[src/rtl/multdiv_pkg.sv]
// rtl/multdiv_pkg.sv - shared types and defaults for the mult/div sequencing controller
package multdiv_pkg;

   typedef enum logic [1:0] {
      IDLE = 2'd0,
      BUSY = 2'd1,
      DONE = 2'd2
   } md_state_t;

   typedef enum logic {
      OP_MULT = 1'b0,
      OP_DIV  = 1'b1
   } md_op_t;

   localparam int DEF_MAX_CYCLES    = 40;
   localparam int DEF_RSTATUS_REG   = 30;
   localparam int DEF_MULT_EXC_CODE = 4;
   localparam int DEF_DIV_EXC_CODE  = 5;

endpackage

[src/rtl/md_watchdog.sv]
// rtl/md_watchdog.sv - saturating cycle counter that flags an overlong mult/div operation
module md_watchdog
   import multdiv_pkg::*;
#(
   parameter int MAX_CYCLES = DEF_MAX_CYCLES
) (
   input  logic clock,
   input  logic reset,
   input  logic clear,
   input  logic enable,
   output logic expired
);

   localparam int CNT_W = (MAX_CYCLES > 1) ? $clog2(MAX_CYCLES) : 1;
   localparam logic [CNT_W-1:0] LIMIT = CNT_W'(MAX_CYCLES - 1);

   logic [CNT_W-1:0] count;

   always_ff @(posedge clock or posedge reset) begin
      if (reset)
         count <= '0;
      else if (clear)
         count <= '0;
      else if (enable && (count != LIMIT))
         count <= count + 1'b1;
   end

   assign expired = (count == LIMIT);

endmodule

[src/rtl/multdiv_ctrl.sv]
// rtl/multdiv_ctrl.sv - issues mult/div operations, stalls the front end and
// produces one registered writeback beat per operation
module multdiv_ctrl
   import multdiv_pkg::*;
#(
   parameter int MAX_CYCLES    = DEF_MAX_CYCLES,
   parameter int RSTATUS_REG   = DEF_RSTATUS_REG,
   parameter int MULT_EXC_CODE = DEF_MULT_EXC_CODE,
   parameter int DIV_EXC_CODE  = DEF_DIV_EXC_CODE
) (
   input  logic        clock,
   input  logic        reset,
   input  logic        ex_valid,
   input  logic        ex_is_mult,
   input  logic        ex_is_div,
   input  logic [4:0]  ex_rd,
   input  logic [31:0] ex_opA,
   input  logic [31:0] ex_opB,
   input  logic        flush,
   output logic        md_ctrl_MULT,
   output logic        md_ctrl_DIV,
   output logic [31:0] md_operandA,
   output logic [31:0] md_operandB,
   input  logic [31:0] md_result,
   input  logic        md_exception,
   input  logic        md_resultRDY,
   output logic        stall,
   output logic        wb_valid,
   output logic [4:0]  wb_rd,
   output logic [31:0] wb_data,
   output logic        wb_exception
);

   md_state_t   state, state_nxt;
   md_op_t      op_q;
   logic [4:0]  rd_q;
   logic        issue;
   logic        expired;
   logic        busy;

   assign busy  = (state == BUSY);
   assign issue = (state == IDLE) & ex_valid & (ex_is_mult | ex_is_div) & ~flush;

   assign md_operandA = ex_opA;
   assign md_operandB = ex_opB;

   // Counting starts in the issue cycle so the timeout lands MAX_CYCLES after issue.
   md_watchdog #(.MAX_CYCLES(MAX_CYCLES)) u_watchdog (
      .clock   (clock),
      .reset   (reset),
      .clear   (~busy & ~issue),
      .enable  (issue | busy),
      .expired (expired)
   );

   always_ff @(posedge clock or posedge reset) begin
      if (reset)
         state <= IDLE;
      else
         state <= state_nxt;
   end

   always_comb begin
      state_nxt = state;
      case (state)
         IDLE:    if (issue) state_nxt = BUSY;
         BUSY:    if (flush) state_nxt = IDLE;
                  else if (md_resultRDY || expired) state_nxt = DONE;
         DONE:    state_nxt = IDLE;
         default: state_nxt = IDLE;
      endcase
   end

   always_comb begin
      md_ctrl_MULT = ~reset & issue & ex_is_mult;
      md_ctrl_DIV  = ~reset & issue & ~ex_is_mult & ex_is_div;
      stall        = ~reset & (issue | busy);
   end

   always_ff @(posedge clock or posedge reset) begin
      if (reset) begin
         op_q <= OP_MULT;
         rd_q <= 5'd0;
      end else if (issue) begin
         op_q <= ex_is_mult ? OP_MULT : OP_DIV;
         rd_q <= ex_rd;
      end
   end

   // Only the BUSY->DONE transition loads the writeback; flush never reaches it.
   always_ff @(posedge clock or posedge reset) begin
      if (reset) begin
         wb_valid     <= 1'b0;
         wb_rd        <= 5'd0;
         wb_data      <= 32'd0;
         wb_exception <= 1'b0;
      end else begin
         wb_valid <= 1'b0;
         if (busy && (state_nxt == DONE)) begin
            wb_valid <= 1'b1;
            if (md_resultRDY && !md_exception) begin
               wb_rd        <= rd_q;
               wb_data      <= md_result;
               wb_exception <= 1'b0;
            end else begin
               wb_rd        <= 5'(RSTATUS_REG);
               wb_data      <= (op_q == OP_MULT) ? 32'(MULT_EXC_CODE) : 32'(DIV_EXC_CODE);
               wb_exception <= 1'b1;
            end
         end
      end
   end

endmodule
[config.mk]
export PLATFORM = sky130hd
export DESIGN_NAME = multdiv_ctrl
export DESIGN_NICKNAME = d
export VERILOG_FILES = /design/src/rtl/multdiv_pkg.sv /design/src/rtl/md_watchdog.sv /design/src/rtl/multdiv_ctrl.sv
export SDC_FILE = /design/constraint.sdc
export NUM_CORES = 1
export LEC_CHECK = 0
export CAP_MARGIN = 25
export CORE_MARGIN = 3
export CORE_UTILIZATION = 35
export CTS_CLUSTER_DIAMETER = 200
export DETAILED_ROUTE_END_ITERATION = 7
export PLACE_DENSITY = 0.9
export SYNTH_ARGS = -nofsm -noshare
export SYNTH_HDL_FRONTEND = slang
export SYNTH_SLANG_ARGS = --single-unit
[constraint.sdc]
create_clock -name clock -period 3.6 [get_ports clock]
set_input_delay 0.36 -clock clock [delete_from_list [all_inputs] [get_ports clock]]
set_output_delay 0.36 -clock clock [all_outputs]
set_load 0.02 [all_outputs]
* Yosys cells after proc, flatten, opt, wreduce, memory -nomap -nowiden *
Index checks and enable logic that the tools add are counted.

word-level totals
  input bits = 109
  bits in registers = 53

operators by class
  eq/ne operators = 4
  mux-type cells = 12
  reduce and logical (&&, ||, !) cells = 7
  add/subtract/negate cells = 1
  bitwise logic cells = 16

operators with widths
  operator               count
  $mux W32               1
  $mux W6                2
  $and A1 B1 Y1          9
  $add A6 B1 Y6 const B  1
  $eq A6 B6 Y1 const B   1
  $mux W2                3
  $ne A6 B6 Y1 const B   1
  $mux W5                1
  $not A1 Y1             5
  $mux W1                4
  $pmux W2 S2            1
  $logic_and A1 B1 Y1    3
  $eq A2 B1 Y1 const B   1
  $eq A2 B2 Y1 const B   1
  $logic_not A2 Y1       1
  $or A1 B1 Y1           2
  $reduce_bool A2 Y1     1
  $logic_not A1 Y1       1
  $logic_or A1 B1 Y1     1

* Longest topological paths before layout *
Gate-level depths: netlist of run 1.

  depth after elaboration = 9
  depth in mapped cells = 5
  depth with buffers taken out = 5

* By module *
A second synthesis of run 1 with hierarchy kept.

unflattened totals
  cells, all modules = 228
  area, all modules = 2598.7 um^2

modules (own cells, without submodules)
  module        cells each  instances  area an instance (um^2)
  multdiv_ctrl  187         1          2235.9
  md_watchdog   41          1          362.8

* Least setup slack after synthesis of run 1 *
No wires, ideal clock.

  kind = input to output
  start point = in reset
  end point = out md_ctrl_DIV
  path slack = 1.263 ns
  arrival time = 1.977 ns
  stages = 2
  path buffers = 0
  cell sequence = inv_1 > and4b_1

on the way
  longest elaborated chain between the ends = 4

ends and longest elaborated chain
  element                      line                text
  start, declared              multdiv_ctrl.sv:12  input logic reset,
  $not A1 Y1                   multdiv_ctrl.sv:76  md_ctrl_DIV = ~reset & issue & ~ex_is_mult & ex_is_div;
  $and A1 B1 Y1 (3 in series)  multdiv_ctrl.sv:76
  end, declared                multdiv_ctrl.sv:21  output logic md_ctrl_DIV,

Every way passes these cells.

* Worst setup path in the final report of run 1 *
  start point = in ex_is_mult
  end point = out stall

on the way
  longest elaborated chain between the ends = 5

ends and longest elaborated chain
  element                      line                text
  start, declared              multdiv_ctrl.sv:14  input logic ex_is_mult,
  $or A1 B1 Y1                 multdiv_ctrl.sv:42  assign issue = (state == IDLE) & ex_valid & (ex_is_mult | ex_is_div) & ~flush;
  $and A1 B1 Y1 (2 in series)  multdiv_ctrl.sv:42
  $or A1 B1 Y1                 multdiv_ctrl.sv:77  stall = ~reset & (issue | busy);
  $and A1 B1 Y1                multdiv_ctrl.sv:77
  end, declared                multdiv_ctrl.sv:27  output logic stall,

Every way passes these cells.

==> impl_metrics.json, run 1 <==
{
  "drtIter0Drc": 25,
  "avgSynthCellArea_sq_um": 12.0,
  "critPathTopFamily": "buffers and inverters",
  "via_per_inst": 4.95,
  "synth_edf_count": 0,
  "yosysTopAreaCell": "dfrtp_1",
  "cts_buffers": 5,
  "dieWidth_microns": 92.1,
  "setup-tns-final_ns": 0,
  "dp_slack_ns": 0.977,
  "outcome": "completed",
  "place.gp.congestion": 0.723,
  "cts.root.buffer_cell": "clkbuf_8",
  "clock_latency_ns": 0.29,
  "path_cells": "clkdlybuf4s50_1 > or2_2 > a21oi_1 > nor3_1 > clkdlybuf4s50_1",
  "crit_end": "stall",
  "rrSetupSlack_ns": 1.75,
  "synth_cells": 216,
  "netSwitchingPower_w": 0.000487,
  "multi_input_area_sq_um": 724,
  "fillers": 659,
  "setup_slack_ns": 0.980,
  "max_freq_mhz": 382,
  "vdd_ir_drop_max_mv": 0.262,
  "setup_viol": 0,
  "yosys_warnings": 0,
  "yosysSeqAreaShare_pct": 51.1,
  "min_period_ns": 2.62,
  "worstPathRequired_ns": 3.24,
  "final_net_count": 351,
  "pin_count": 215,
  "dr_total_vias": 1667,
  "async_flop_share_pct": 100,
  "power_frac_clock_pct": 22.2,
  "port_buffers": 86,
  "cp_max_fo": 7,
  "reg2reg_to": "wb_data[7]",
  "grt_pass1_vias": 1787,
  "die-area_sq_um": 8490,
  "synth_area_leaders": "dfrtp_1, buf_4, a22o_1, mux2_2, o22a_1",
  "cts_htree_levels": 2,
  "synth_top_area_share_pct": 51.1,
  "syn-cell-area_sq_um": 2600,
  "cpMaxStageDelayCell": "clkdlybuf4s50_1",
  "grt_overflow_total": 0,
  "pwr-share-seq_pct": 45.8,
  "worstSetupEndpointType": "output pin",
  "p_leak_nw": 1.35,
  "antenna_found_initial": 0,
  "hold_path_class": "in -> async",
  "ant_nets": 0,
  "wl_per_cell_microns": 16.0,
  "cp-startpoint": "ex_is_mult",
  "fin_crit_sh_pct": 72.8,
  "grt_pass1_wl_mm": 8.75,
  "p_total_w": 0.00172,
  "synth_nets": 326,
  "yosysMostFrequentCell": "buf_4",
  "final_max_slew_viol_count": 0,
  "clock_skew_ns": 0.00353,
  "crit_arrival_ns": 2.26,
  "crit_top_cell": "clkdlybuf4s50_1",
  "synthTopCellsByCount": "buf_4, dfrtp_1, a22o_1",
  "start_kind": "primary input",
  "postCtsSetupBuffers": 0,
  "hold_buffers": 0,
  "cts_tree": "built",
  "dr.pass1.iters": 4,
  "hpwlAfterDp_mm": 4.03,
  "path_depth": 5,
  "utilization_pct": 45.6,
  "ff2ff_path_depth": 5,
  "die_h_microns": 92.1,
  "power.density_nw_per_um2": 539,
  "core-area_sq_um": 6980,
  "synth_cell_type_count": 37,
  "num_rows": 30,
  "rsz0062_at_grt": "no",
  "n_antenna_cell": 0,
  "post_cts_resized": 0,
  "crit_path_max_incr_delay_ns": 0.56,
  "r2r_start": "u_watchdog.count[0]",
  "final_hold_viol_count": 0,
  "cp_num_buf_inv": 2,
  "drcViolationCount": 0,
  "drt_wl_total_mm": 5.41,
  "path_class": "in -> out",
  "worst_pin_slew_ns": 0.599,
  "seq_area_sq_um": 1330,
  "grt_max_degree": 32,
  "cts.sinks": 53,
  "cts_buffer_depth": 2,
  "start_util_pct": 37.2,
  "clk_pin_slew_worst_paths_ns": 0.09,
  "switching_share_pct": 28.4,
  "synth_flop_cell": "dfrtp_1",
  "layout-drive-gt1-share_pct": 11.2,
  "max_slew_margin_pct": 60.0,
  "drv_cap": 0,
  "combPwrFrac_pct": 32.0,
  "grt_usage_pct": 12.7,
  "intPower_w": 0.00123,
  "synthToLayoutAreaGrowth_pct": 22.5,
  "ys_ff_latch": 53
}
## cell type report
class	count	area share [%]
multi-input cells	87	22.8
well taps	96	3.78
flip-flops and latches	53	41.7
clock inverters	2	1.10
repair buffers	90	28.0
clock buffers	5	2.16
inverters	4	0.472
## placed cells by master, fill, tap and decap left out, types with 2 or more instances in the layout
cell / synthesis / layout
a21oi_1: 2 / 2
mux2_2: 6 / 6
a211oi_1: 2 / 2
and3_1: 2 / 2
and4bb_1: 2 / 2
a22o_1: 31 / 31
nand2b_1: 2 / 2
buf_4: 68 / 4
inv_1: 3 / 2
nor2_1: 4 / 4
inv_2: 1 / 2
o22a_1: 5 / 5
o21ai_0: 3 / 3
nand2_1: 2 / 2
dfrtp_1: 53 / 53
clkbuf_8: 0 / 5
nand3_1: 3 / 3
clkdlybuf4s50_1: 0 / 86
xor2_1: 2 / 2
nor3_1: 3 / 3
## metal layers
layer	routed length, microns	up-vias	GRT usage (%)	part of all wire [%]
met3	473	27	5.25	8.7
li1	-	748	-	-
met4	137	0	5.32	2.5
met1	2120	818	14.0	39
met5	0	-	0	0
met2	2670	74	21.4	49
## flip-flops by register name, summed over array words and instances, names as in the netlist
name,flops
wb_data,32
u_watchdog.count,6
rd_q,5
wb_rd,5
state,2
op_q,1
wb_exception,1
wb_valid,1
## worst min path at each step
stage | start | end | slack, ns | cells after the start
floorplan | ex_is_mult | op_q | 0.45 | 1
global placement | rd_q[4] | wb_rd[4] | 0.46 | 1
detailed placement | rd_q[4] | wb_rd[4] | 0.48 | 1
CTS | rd_q[4] | wb_rd[4] | 0.50 | 1
global route | reset | state[0] | 0.52 | 3
finish | reset | u_watchdog.count[0] | 0.50 | 3
## metrics by stage
stage	cells	hold WS, ns	area (sq um)
after floorplan	216	0.453	2600
after detailed placement	330	0.481	3080
after global routing	337	0.517	3180
final	337	0.496	3180
after global placement	330	0.463	3080
after CTS	337	0.502	3180
## cell families after synthesis
kind of cell / Yosys count / synth area share (%)
adders and majority gates: 1 / 0.482
AOI/OAI and AO/OA: 47 / 15.5
xor gates and xnor gates: 2 / 0.675
buffers and inverters: 76 / 21.0
and+or+nand+nor: 29 / 7.66
DFF: 53 / 51.1
muxes: 8 / 3.57
## worst reg2reg max path, cell delays in order (launching register included)
cell and delay (ns):
dfrtp_1 0.42, ha_1 0.26, and4bb_1 0.24, a21oi_4 0.35, buf_4 0.33, a22o_1 0.19
## power by group through the flow
stage	logic (W)	clock network [W]	registers (W)
2_1_floorplan	0.000248	0	0.000910
3_3_place_gp	0.000545	0	0.000792
3_5_place_dp	0.000556	0	0.000796
4_1_cts	0.000559	0.000394	0.000787
5_1_grt	0.000583	0.000419	0.000801
6_report	0.000549	0.000381	0.000785
Note: power is estimated with default switching activity, not from simulation.
==> inputs of run 2 (changes only) <==
CORE_UTILIZATION = 29   (was 35)
PLACE_DENSITY = 0.8   (was 0.9)
clock period = 2.1 ns   (was 3.6 ns; I/O delays follow)
==> impl_metrics.json, run 2 (same netlist as run 1, synthesis figures left out) <==
{
  "outcome": "completed",
  "intPower_w": 0.00224,
  "final_max_slew_viol_count": 0,
  "num_rows": 33,
  "reg2reg_to": "wb_data[28]",
  "largest_reg_flops": 32,
  "fin_crit_sh_pct": 93.6,
  "final_cells": 352,
  "drcViolationCount": 0,
  "cts.sinks": 53,
  "hpwlAfterDp_mm": 4.23,
  "grt_usage_pct": 11.5,
  "synthToLayoutAreaGrowth_pct": 26.1,
  "reg.largest.list": "wb_data (32), u_watchdog.count (6)",
  "drt_wl_total_mm": 5.79,
  "grt_max_degree": 54,
  "rrSetupSlack_ns": 0.46,
  "clock_latency_ns": 0.30,
  "dp_slack_ns": 0.0218,
  "cts_htree_levels": 2,
  "crit_path_max_incr_delay_ns": 0.54,
  "rsz0062_at_grt": "no",
  "cts_buffer_depth": 2,
  "regMostFlops": "wb_data",
  "pwr-share-seq_pct": 43.1,
  "port_buffers": 86,
  "cp_max_fo": 2,
  "place.gp.congestion": 0.658,
  "min_from": "ex_opA[14]",
  "final_net_count": 356,
  "setup_slack_ns": 0.135,
  "layout-drive-gt1-share_pct": 13.4,
  "hold_path_class": "in -> out",
  "crit_top_cell": "clkdlybuf4s50_1",
  "dieWidth_microns": 101,
  "grt_pass1_vias": 1858,
  "ff2ff_path_depth": 5,
  "cts_tree": "built",
  "p_leak_nw": 1.42,
  "dr_total_vias": 1687,
  "hold_end": "md_operandA[14]",
  "wl_per_cell_microns": 16.4,
  "final_hold_viol_count": 0,
  "die_h_microns": 101,
  "via_per_inst": 4.79,
  "drtIter0Drc": 32,
  "min_period_ns": 1.96,
  "worst_pin_slew_ns": 0.682,
  "combPwrFrac_pct": 30.7,
  "power_frac_clock_pct": 26.2,
  "worstSetupEndpointType": "output pin",
  "p_total_w": 0.00311,
  "setup_viol": 0,
  "mostFrequentLayoutCell": "clkdlybuf4s50_1",
  "cts_buffers": 5,
  "start_kind": "primary input",
  "setup-tns-final_ns": 0,
  "die-area_sq_um": 10100,
  "dp.cells": 344,
  "power.density_nw_per_um2": 950,
  "pin_count": 215,
  "grt_pass1_wl_mm": 9.29,
  "dr.pass1.iters": 4,
  "postCtsSetupBuffers": 0,
  "r2r_start": "u_watchdog.count[0]",
  "cpMaxStageDelayCell": "clkdlybuf4s50_1",
  "ant_nets": 0,
  "path_cells": "clkdlybuf4s50_1 > or2_2 > a21oi_1 > nor3_1 > clkdlybuf4s50_1",
  "antenna_found_initial": 0,
  "worstPathRequired_ns": 1.89,
  "max_slew_margin_pct": 54.6,
  "start_util_pct": 30.7,
  "max_freq_mhz": 509,
  "vdd_ir_drop_max_mv": 0.420,
  "netSwitchingPower_w": 0.000873,
  "grt_overflow_total": 0,
  "n_antenna_cell": 0,
  "switching_share_pct": 28.1,
  "fillers": 798,
  "clock_skew_ns": 0.00615,
  "cts.root.buffer_cell": "clkbuf_8",
  "mostFrequentLayoutCells": "clkdlybuf4s50_1, dfrtp_1, a22o_1",
  "core-area_sq_um": 8460,
  "hold-path-cell-count": 0,
  "holdWs_ns": 0.420,
  "path_class": "in -> out",
  "crit_arrival_ns": 1.75,
  "drv_cap": 0
}
[run 2: cell count changes in the layout (fill, tap and decap cells not counted), sizes merged]
cell / change
buf: +5
dlygate4sd2: +1
clkdlybuf4s50: -2
bufinv: +1
dlymetal6s2s: +1
[run 2: critical path: cells and delay by family]
kind | cells | cell delay, ns
simple gates | 2 | 0.39
compound gates | 1 | 0.20
buf+inv | 2 | 0.96
[run 2: area by class of cell]
class	count	area, sq um	share of cell area (%)
inverters	4	15.0	0.459
clock buffers	5	68.8	2.10
well taps	105	131	4.01
repair buffers	95	942	28.8
flip-flops and latches	53	1330	40.5
multi-input cells	87	724	22.1
clock inverters	3	65.1	1.99
[run 2: power by group through the flow]
stage,Sequential [W],Combinational [W],Clock [W]
2_1_floorplan,0.00156,0.000424,0
3_3_place_gp,0.00135,0.000950,0
3_5_place_dp,0.00136,0.000966,0
4_1_cts,0.00135,0.000969,0.000847
5_1_grt,0.00137,0.00101,0.000889
6_report,0.00134,0.000954,0.000816
[run 2: stage by stage]
step | instance area, sq um | utilization (%)
after floorplan | 2600 | -
after global placement | 3140 | 37.1
after detailed placement | 3140 | 37.1
after CTS | 3270 | 38.6
after global routing | 3270 | 38.7
final | 3270 | 38.7
[run 2: worst max-delay path by stage]
stage,slack (ns),depth (start not counted),start,to
floorplan,0.06,2,reset,md_ctrl_DIV
global placement,0.08,5,ex_is_div,md_ctrl_DIV
detailed placement,0.02,5,ex_is_div,md_ctrl_DIV
CTS,0.01,4,state[0],md_ctrl_MULT
global route,0.08,5,ex_is_div,stall
finish,0.14,5,ex_is_div,stall
[run 2: per-layer routing]
layer	up-vias	wire length (microns)	GRT usage, %
met5	-	0	0
met4	0	208	6.53
met3	38	424	3.81
met2	87	2760	18.5
met1	804	2390	13.3
li1	758	-	-
[run 2: repair_timing]
action	in CTS	in global routing
endpoints found under the setup margin	1	1
hold buffers	0	0
gates resized for setup	1	1
==> inputs of run 3 (changes only) <==
CORE_ASPECT_RATIO = 1.4   (was not set)
==> impl_metrics.json, run 3 (same netlist as run 1, synthesis figures left out) <==
{
  "outcome": "completed",
  "cts.sinks": 53,
  "clock_skew_ns": 0.00233,
  "utilization_pct": 38.6,
  "power.density_nw_per_um2": 1010,
  "reg2reg_to": "wb_data[8]",
  "clock_latency_ns": 0.29,
  "layout-drive-gt1-share_pct": 13.7,
  "place.gp.congestion": 0.753,
  "seq_area_sq_um": 1330,
  "core-area_sq_um": 8660,
  "dp.cells": 345,
  "p_leak_nw": 1.45,
  "synthToLayoutAreaGrowth_pct": 28.7,
  "setup_slack_ns": 0.121,
  "ant_nets": 0,
  "via_per_inst": 4.83,
  "crit_path_max_incr_delay_ns": 0.55,
  "largest_reg_flops": 32,
  "start_util_pct": 30.0,
  "dieWidth_microns": 86.0,
  "rsz0062_at_grt": "no",
  "fillers": 827,
  "cpMaxStageDelayCell": "clkdlybuf4s50_1",
  "min_period_ns": 1.98,
  "dr.pass1.iters": 4,
  "dr_total_vias": 1704,
  "die-area_sq_um": 10100,
  "postCtsSetupBuffers": 0,
  "drtIter0Drc": 51,
  "final_net_count": 357,
  "path_cells": "clkdlybuf4s50_1 > or2_2 > a21oi_1 > nor3_1 > clkdlybuf4s50_1",
  "port_buffers": 86,
  "antenna_found_initial": 0,
  "fin_crit_sh_pct": 94.2,
  "holdWs_ns": 0.362,
  "drt_wl_total_mm": 6.04,
  "cts_htree_levels": 2,
  "n_antenna_cell": 0,
  "wl_per_cell_microns": 17.1,
  "max_slew_margin_pct": 76.6,
  "pin_count": 215,
  "hpwlAfterDp_mm": 4.44,
  "rrSetupSlack_ns": 0.50,
  "cts_buffers": 5,
  "r2r_start": "u_watchdog.count[0]",
  "vdd_ir_drop_max_mv": 0.489,
  "mostFrequentLayoutCell": "clkdlybuf4s50_1",
  "setup-tns-final_ns": 0,
  "mostFrequentLayoutCells": "clkdlybuf4s50_1, dfrtp_1, a22o_1",
  "grt_pass1_vias": 1939,
  "hold_path_class": "in -> async",
  "power_frac_clock_pct": 31.6,
  "intPower_w": 0.00246,
  "grt_pass1_wl_mm": 9.80,
  "grt_overflow_total": 0,
  "drcViolationCount": 0,
  "worstSetupEndpointType": "output pin",
  "grt_usage_pct": 12.4,
  "final_hold_viol_count": 0,
  "cts_tree": "built",
  "crit_top_cell": "clkdlybuf4s50_1",
  "critPathTopFamily": "buffers and inverters",
  "cts_buffer_depth": 2,
  "crit_arrival_ns": 1.77,
  "clk_pin_slew_worst_paths_ns": 0.07,
  "grt_max_degree": 32,
  "path_depth": 5,
  "die_h_microns": 118,
  "drv_cap": 0,
  "cp_max_fo": 2,
  "setup_viol": 0,
  "worst_pin_slew_ns": 0.352,
  "regMostFlops": "wb_data",
  "switching_share_pct": 27.0,
  "combPwrFrac_pct": 28.5,
  "dp_slack_ns": 0.0236,
  "worstPathRequired_ns": 1.89,
  "path_class": "in -> out",
  "reg.largest.list": "wb_data (32), u_watchdog.count (6)",
  "max_freq_mhz": 505,
  "final_max_slew_viol_count": 0,
  "start_kind": "primary input",
  "cts.root.buffer_cell": "clkbuf_16",
  "pwr-share-seq_pct": 39.9,
  "final_cells": 353,
  "cp_num_buf_inv": 2,
  "multi_input_area_sq_um": 724,
  "ff2ff_path_depth": 5,
  "netSwitchingPower_w": 0.000909,
  "num_rows": 40
}
## run 3: cell type report
type	count	share of cell area (%)
clock buffers	5	3.75
flip-flops and latches	53	39.7
well taps	105	3.93
multi-input cells	87	21.7
clock inverters	3	2.06
inverters	4	0.449
repair buffers	96	28.4
## run 3: worst max path at each step
stage,from,slack [ns],to
global placement,ex_is_div,0.08,md_ctrl_DIV
global route,ex_is_div,0.1,stall
floorplan,reset,0.06,md_ctrl_DIV
finish,ex_is_div,0.12,stall
CTS,state[0],0.009,md_ctrl_MULT
detailed placement,ex_is_div,0.02,md_ctrl_DIV
## run 3: layer usage
layer  vias to the layer above  GRT usage, %  wire [microns]
met5                         -             0               0
met4                         0          11.5             473
met3                        53          3.57             461
met2                        80          19.3            2990
met1                       811          13.1            2110
li1                        760             -               -
## run 3: repair_timing
action / CTS / global route
resized for setup: 1 / 1
endpoints found under the hold margin: 0 / 0
endpoints found under the setup margin: 1 / 1
hold buffers: 0 / 0
gates cloned: 0 / 0
## run 3: power groups by stage
stage               combinational [W]  sequential (W)  clock [W]
floorplan                    0.000424         0.00156          0
global placement             0.000954         0.00135          0
detailed placement           0.000973         0.00136          0
CTS                          0.000975         0.00134    0.00110
global route                  0.00102         0.00137    0.00114
finish                       0.000960         0.00134    0.00106
## run 3: worst register-to-register path: cells and delay by family (launching register included)
kind | cells | cell delay (ns)
flops | 1 | 0.41
fa+ha+maj | 1 | 0.26
compound gates | 2 | 0.36
buf+inv | 1 | 0.27
simple gates | 1 | 0.24
## run 3: per-stage QoR
stage          power (W)  area [sq um]
6_report         0.00336          3340
5_1_grt          0.00354          3340
4_1_cts          0.00342          3340
3_5_place_dp     0.00233          3150
3_3_place_gp     0.00231          3150
2_1_floorplan    0.00198          2600
